[src/rtl/mem_arb_pkg.sv]
// Shared definitions for the two-port RAM arbiter: FSM encodings and port indices.
package mem_arb_pkg;

  typedef enum logic [1:0] {
    IDLE   = 2'd0,
    ACCESS = 2'd1,
    RESP   = 2'd2
  } state_t;

  localparam logic PORT_IFETCH = 1'b0;
  localparam logic PORT_LDST   = 1'b1;

endpackage

[src/rtl/rr_arb2.sv]
// Two-way round-robin picker: on a tie the port that did not win last time is chosen.
module rr_arb2
  import mem_arb_pkg::*;
(
  input  logic req0,
  input  logic req1,
  input  logic last_grant,
  output logic grant_valid,
  output logic grant_idx
);

  always_comb begin
    grant_valid = req0 | req1;
    if (req0 && req1) begin
      grant_idx = ~last_grant;
    end else if (req1) begin
      grant_idx = PORT_LDST;
    end else begin
      grant_idx = PORT_IFETCH;
    end
  end

endmodule

[src/rtl/mem_arbiter.sv]
// Arbitrates instruction-fetch and load/store ports onto one synchronous RAM,
// sequencing each single-word access through IDLE -> ACCESS -> RESP.
module mem_arbiter
  import mem_arb_pkg::*;
#(
  parameter int data_width = 32,
  parameter int addr_width = 4
) (
  input  logic                  clk,
  input  logic                  reset_n,
  input  logic                  req0,
  input  logic                  we0,
  input  logic [addr_width-1:0] addr0,
  input  logic [data_width-1:0] wdata0,
  output logic                  gnt0,
  output logic                  rvalid0,
  output logic [data_width-1:0] rdata0,
  input  logic                  req1,
  input  logic                  we1,
  input  logic [addr_width-1:0] addr1,
  input  logic [data_width-1:0] wdata1,
  output logic                  gnt1,
  output logic                  rvalid1,
  output logic [data_width-1:0] rdata1,
  output logic [addr_width-1:0] mem_read_address,
  output logic [addr_width-1:0] mem_write_address,
  output logic                  mem_write,
  output logic [data_width-1:0] mem_din,
  input  logic [data_width-1:0] mem_dout
);

  state_t                state_q, state_d;
  logic                  last_grant_q, last_grant_d;
  logic                  idx_q, idx_d;
  logic [addr_width-1:0] addr_q, addr_d;
  logic                  mem_write_q, mem_write_d;
  logic [data_width-1:0] din_q, din_d;
  logic                  gnt0_q, gnt0_d, gnt1_q, gnt1_d;
  logic                  rvalid0_q, rvalid0_d, rvalid1_q, rvalid1_d;
  logic [data_width-1:0] rdata0_q, rdata0_d, rdata1_q, rdata1_d;
  logic                  grant_valid, grant_idx;

  rr_arb2 u_rr_arb2 (
    .req0        (req0),
    .req1        (req1),
    .last_grant  (last_grant_q),
    .grant_valid (grant_valid),
    .grant_idx   (grant_idx)
  );

  always_comb begin
    state_d      = state_q;
    last_grant_d = last_grant_q;
    idx_d        = idx_q;
    addr_d       = addr_q;
    mem_write_d  = 1'b0;
    din_d        = din_q;
    gnt0_d       = 1'b0;
    gnt1_d       = 1'b0;
    rvalid0_d    = 1'b0;
    rvalid1_d    = 1'b0;
    rdata0_d     = rdata0_q;
    rdata1_d     = rdata1_q;
    case (state_q)
      IDLE: begin
        if (grant_valid) begin
          idx_d        = grant_idx;
          last_grant_d = grant_idx;
          state_d      = ACCESS;
          if (grant_idx == PORT_LDST) begin
            addr_d      = addr1;
            mem_write_d = we1;
            din_d       = wdata1;
            gnt1_d      = 1'b1;
          end else begin
            addr_d      = addr0;
            mem_write_d = we0;
            din_d       = wdata0;
            gnt0_d      = 1'b1;
          end
        end
      end
      ACCESS: state_d = RESP;
      // RAM output now holds the pre-write contents of the latched address
      RESP: begin
        state_d = IDLE;
        if (idx_q == PORT_LDST) begin
          rvalid1_d = 1'b1;
          rdata1_d  = mem_dout;
        end else begin
          rvalid0_d = 1'b1;
          rdata0_d  = mem_dout;
        end
      end
      default: state_d = IDLE;
    endcase
  end

  always_ff @(posedge clk or negedge reset_n) begin
    if (!reset_n) begin
      state_q      <= IDLE;
      last_grant_q <= PORT_LDST;
      idx_q        <= PORT_IFETCH;
      addr_q       <= '0;
      mem_write_q  <= 1'b0;
      din_q        <= '0;
      gnt0_q       <= 1'b0;
      gnt1_q       <= 1'b0;
      rvalid0_q    <= 1'b0;
      rvalid1_q    <= 1'b0;
      rdata0_q     <= '0;
      rdata1_q     <= '0;
    end else begin
      state_q      <= state_d;
      last_grant_q <= last_grant_d;
      idx_q        <= idx_d;
      addr_q       <= addr_d;
      mem_write_q  <= mem_write_d;
      din_q        <= din_d;
      gnt0_q       <= gnt0_d;
      gnt1_q       <= gnt1_d;
      rvalid0_q    <= rvalid0_d;
      rvalid1_q    <= rvalid1_d;
      rdata0_q     <= rdata0_d;
      rdata1_q     <= rdata1_d;
    end
  end

  assign gnt0              = gnt0_q;
  assign gnt1              = gnt1_q;
  assign rvalid0           = rvalid0_q;
  assign rvalid1           = rvalid1_q;
  assign rdata0            = rdata0_q;
  assign rdata1            = rdata1_q;
  assign mem_read_address  = addr_q;
  assign mem_write_address = addr_q;
  assign mem_write         = mem_write_q;
  assign mem_din           = din_q;

endmodule

[config.mk]
export PLATFORM = sky130hd
export DESIGN_NAME = mem_arbiter
export DESIGN_NICKNAME = d
export VERILOG_FILES = /design/src/rtl/mem_arb_pkg.sv /design/src/rtl/rr_arb2.sv /design/src/rtl/mem_arbiter.sv
export SDC_FILE = /design/constraint.sdc
export NUM_CORES = 1
export LEC_CHECK = 0
export CORE_AREA = 2 2 97 118
export CTS_CLUSTER_DIAMETER = 200
export DETAILED_ROUTE_END_ITERATION = 16
export DIE_AREA = 0 0 99 120
export PLACE_DENSITY = 0.95
export SLEW_MARGIN = 20
export SYNTH_ARGS = -nofsm -noshare
export SYNTH_HDL_FRONTEND = slang
export SYNTH_HIERARCHICAL = 1
export SYNTH_SLANG_ARGS = --single-unit
[constraint.sdc]
create_clock -name clk -period 4.7 [get_ports clk]
set_input_delay 0.705 -clock clk [delete_from_list [all_inputs] [get_ports clk]]
set_output_delay 0.705 -clock clk [all_outputs]
set_load 0.1 [all_outputs]
# After elaboration in Yosys (flattened, before gate mapping)
# Index checks and enable logic that the tools add are counted.
[op_classes] div=0 shift=0 mux=19 reduce_logical=5 n_mul=0 order_cmp=0 bitwise_logic=3 add_sub_neg=0 n_eq_ne=3
[ops] operator="$mux W32" n=1
[ops] operator="$mux W1" n=15
[ops] operator="$reduce_and A2 Y1" n=3
[ops] operator="$mux W4" n=1
[ops] operator="$pmux W2 S2" n=1
[ops] operator="$eq A2 B1 Y1 const B" n=1
[ops] operator="$eq A2 B2 Y1 const B" n=1
[ops] operator="$logic_not A2 Y1" n=1
[ops] operator="$mux W2" n=1
[ops] operator="$ne A2 B2 Y1 const B" n=1
[ops] operator="$not A1 Y1" n=2
[ops] operator="$logic_and A1 B1 Y1" n=1
[ops] operator="$or A1 B1 Y1" n=1
[totals] romBits=0 latchBits=0 word_cells=42 memories=0 output_inout_bits=109 mem_bits_rw=0 reg_bits=109 in_bits=110

# Logic depth before layout (Yosys ltp)
[depth] word_depth=5 mapped_depth=7 mapped_depth_nobuf=4

# Modules after synthesis
# Netlist, hierarchy kept.
[by_module_without_submodules] mod="mem_arbiter" cells_each=277 area_per_inst_um2=4586.9 n_inst=1 seq_area_each_um2=2728.9
[by_module_without_submodules] mod="rr_arb2" cells_each=2 area_per_inst_um2=13.8 n_inst=1 seq_area_each_um2=0.0

# Worst setup path after synthesis
# OpenSTA, ideal clock, no wires.
[synth_path] path_type="input-to-reg" start="in req1" end="reg addr_q[0], in the netlist mem_read_address[0]" n_path_buf=2 setup_time_ps=126 cell_stages=5 arrival_ps=1966 required_time_ps=4574 slack_ps=2607 path_cell_list="a21boi_1 clkbuf_1 clkbuf_1 mux2_2 mux2_4"
[synth_via] elab_chain_len=3 word_cells_on_any_way=6 classes_between="mux: 3; bitwise: 1; reduce/logical: 2"
[synth_lines] item="start: declaration" line="mem_arbiter.sv:18" rtl="input logic req1,"
[synth_lines] item="$mux W1 / $logic_and A1 B1 Y1 (equally long branches)" line="rr_arb2.sv:16, rr_arb2.sv:14"
[synth_lines] item="$mux W1" line="rr_arb2.sv:14" rtl="if (req0 && req1) begin"
[synth_lines] item="$mux W4" line="mem_arbiter.sv:70" rtl="if (grant_idx == PORT_LDST) begin"
[synth_lines] item="end signal: assignment" line="mem_arbiter.sv:117" rtl="addr_q <= addr_d;"
[synth_lines] item="end: declaration" line="mem_arbiter.sv:35" rtl="logic [addr_width-1:0] addr_q, addr_d;"
# Parallel ways exist; a longest one is shown, timed or not.
# A chain may end at the register's enable or synchronous reset.

# Worst setup path after layout
[layout_path] start="reg addr_q[1], in the netlist mem_read_address[1]" end="out mem_write_address[1]"
[layout_lines] item="end: declaration" line="mem_arbiter.sv:26" rtl="output logic [addr_width-1:0] mem_write_address,"
# No word-level cell between the ends.

==> impl_metrics.env <==
export IMPL_routed_via_density=4.95
export IMPL_finClkSkew_ns=0.00674
export IMPL_worstSetupPathType="reg -> out"
export IMPL_clock_path_buffers=2
export IMPL_initial_core_util_pct=42.7
export IMPL_hpwl_microns=8780
export IMPL_critPathSlowestCell="clkdlybuf4s50_1"
export IMPL_place_congestion=0.833
export IMPL_end_kind="primary output"
export IMPL_drt_iter0_markers=110
export IMPL_finalNetCount=605
export IMPL_crit_path_start_kind="flip-flop"
export IMPL_cts_resized=0
export IMPL_die_area_sq_um=11900
export IMPL_drive_gt1_share_pct=33.2
export IMPL_clock_latency_ns=0.34
export IMPL_worst_endpoint_arrival_ns=1.94
export IMPL_multiInputGateArea_sq_um=1720
export IMPL_grt_use_total_pct=20.1
export IMPL_yosys_area_top_type_share_pct=58.7
export IMPL_syn_area_sq_um=4600
export IMPL_path_max_fanout=3
export IMPL_worst_slew_pin_slew_ns=1.02
export IMPL_slowest_delay_ns=1.17
export IMPL_post_cts_buffers=0
export IMPL_fin_crit_sh_pct=56.4
export IMPL_synth_top_cell_by_area="dfrtp_1"
export IMPL_first_pass_iters=4
export IMPL_cts_tree="yes"
export IMPL_crit_chain="clkdlybuf4s50_1"
export IMPL_grt_ovfl_total=0
export IMPL_slew_headroom_pct=32.0
export IMPL_syn_num_nets=389
export IMPL_path_clk_slew_ns=0.07
export IMPL_cts_root_buf="clkbuf_16"
export IMPL_area_growth_pct=56.1
export IMPL_grt_max_degree=72
export IMPL_grt_pass1_wl_microns=18600
export IMPL_antenna_found_initial=0
export IMPL_antenna_left=0
export IMPL_numCtsBuffers=9
export IMPL_port_buffers=218
export IMPL_drc=0
export IMPL_hold_viol=0
export IMPL_holdBufCountCts=0
export IMPL_max_cap_viol_count=0
export IMPL_synthCells=279
export IMPL_critPathRequiredTime_ns=3.99
export IMPL_critical_path_top_delay_family="buffers and inverters"
export IMPL_rsz0062_at_grt="false"
export IMPL_fmax_mhz=378
export IMPL_drv_slew=0
export IMPL_rows=42
export IMPL_route_detailed_wl_per_inst_microns=18.4
export IMPL_synth_cell_types=20
export IMPL_die_w_microns=99
export IMPL_fillers=758
export IMPL_crit_buf_inv=1
export IMPL_tns_ns=0
export IMPL_cts_num_sinks=109
export IMPL_ys_ff_latch=109
export IMPL_die_h_microns=120
export IMPL_grt_pass1_vias=3510
export IMPL_routed_wirelength_microns=11600
export IMPL_fp_coreArea_sq_um=10800
export IMPL_setup_violations=0
export IMPL_io_pin_count=219
export IMPL_via_count=3126
export IMPL_seqCellArea_sq_um=2730
export IMPL_yosys_warnings=6
export IMPL_status="completed"
export IMPL_antenna_cells=0
export IMPL_htree_levels=3
export IMPL_yosys_top_cells_area="dfrtp_1, mux2_2, mux2_4"
export IMPL_period_needed_ns=2.65
export IMPL_ys_seq_area_share_pct=59.3
export IMPL_final_common_cell="clkdlybuf4s50_1"
export IMPL_synth_area_per_cell_sq_um=16.5
export IMPL_hold_class="in -> async"
export IMPL_final_cell_mix="clkdlybuf4s50_1, mux2_2, dfrtp_1"
-- cell type report --
type	instances	share of cell area [%]
clock inverters	7	1.01
inverters	2	0.174
repair buffers	225	31.5
well taps	132	2.30
multi-input cells	148	23.9
clock buffers	9	3.14
flip-flops and latches	109	38.0
-- per-layer routing --
metal  vias to the layer above  GRT usage (%)  routed length (microns)
met2                       122           34.7                     6190
li1                       1415              -                        -
met4                         0           9.59                      418
met5                         -              0                        0
met1                      1556           23.5                     4380
met3                        33           4.48                      659
-- through the flow --
stage                     setup WS, ns  cells  util [%]  cell area [sq um]  hold slack (ns)
after global routing              2.01    632      66.7               7180            0.518
after detailed placement          1.91    616      63.9               6890            0.476
after global placement            1.75    614      63.5               6840            0.457
after floorplan                   2.61    279         -               4600            0.409
after CTS                         2.04    632      66.7               7180            0.485
final                             2.05    632      66.7               7180            0.468
-- synthesized netlist by cell type, drive strengths merged --
cell	count
mux2	138
dfstp	1
dfrtp	108
nor2	2
inv	2
clkbuf	5
mux2i	1
buf	15
a21boi	1
nor2b	1
or2	1
nor3b	1
or3b	1
nand3b	1
and2	1
-- logic make-up after synthesis --
group,Yosys count,synth area share [%]
multiplexers,139,35.6
AO/OA/AOI/OAI,1,0.163
AND/OR/NAND/NOR,8,1.20
buffers and inverters,22,3.70
flip-flops,109,59.3
-- state kept, by name, indices dropped and copies added (netlist names) --
name,cells
rdata0,32
gnt1,1
rdata1,32
gnt0,1
rvalid0,1
last_grant_q,1
rvalid1,1
mem_read_address,4
idx_q,1
mem_write,1
state_q,2
mem_din,32
-- worst paths after layout --
| kind | start | endpoint | slack, ns | depth (start not counted) |
|---|---|---|---|---|
| min in group clk | state_q[1]$_DFFE_PN0P_ | state_q[1]$_DFFE_PN0P_ | 0.48 | 1 |
| hold / removal | reset_n | mem_read_address[3]$_DFFE_PN0P_ | 0.47 | 1 |
| setup reg to reg | state_q[0]$_DFFE_PN0P_ | rdata1[17]$_DFFE_PN0P_ | 2.65 | 3 |
| setup / recovery | mem_read_address[1]$_DFFE_PN0P_ | mem_write_address[1] | 2.05 | 1 |
| max in group asynchronous | reset_n | last_grant_q$_DFFE_PN1P_ | 3.14 | 2 |
| hold reg to reg | state_q[1]$_DFFE_PN0P_ | state_q[1]$_DFFE_PN0P_ | 0.48 | 1 |
Power is left out: the tool's default activity adds up to more than one toggle a clock period on the data nets, which glitch-free logic cannot reach.
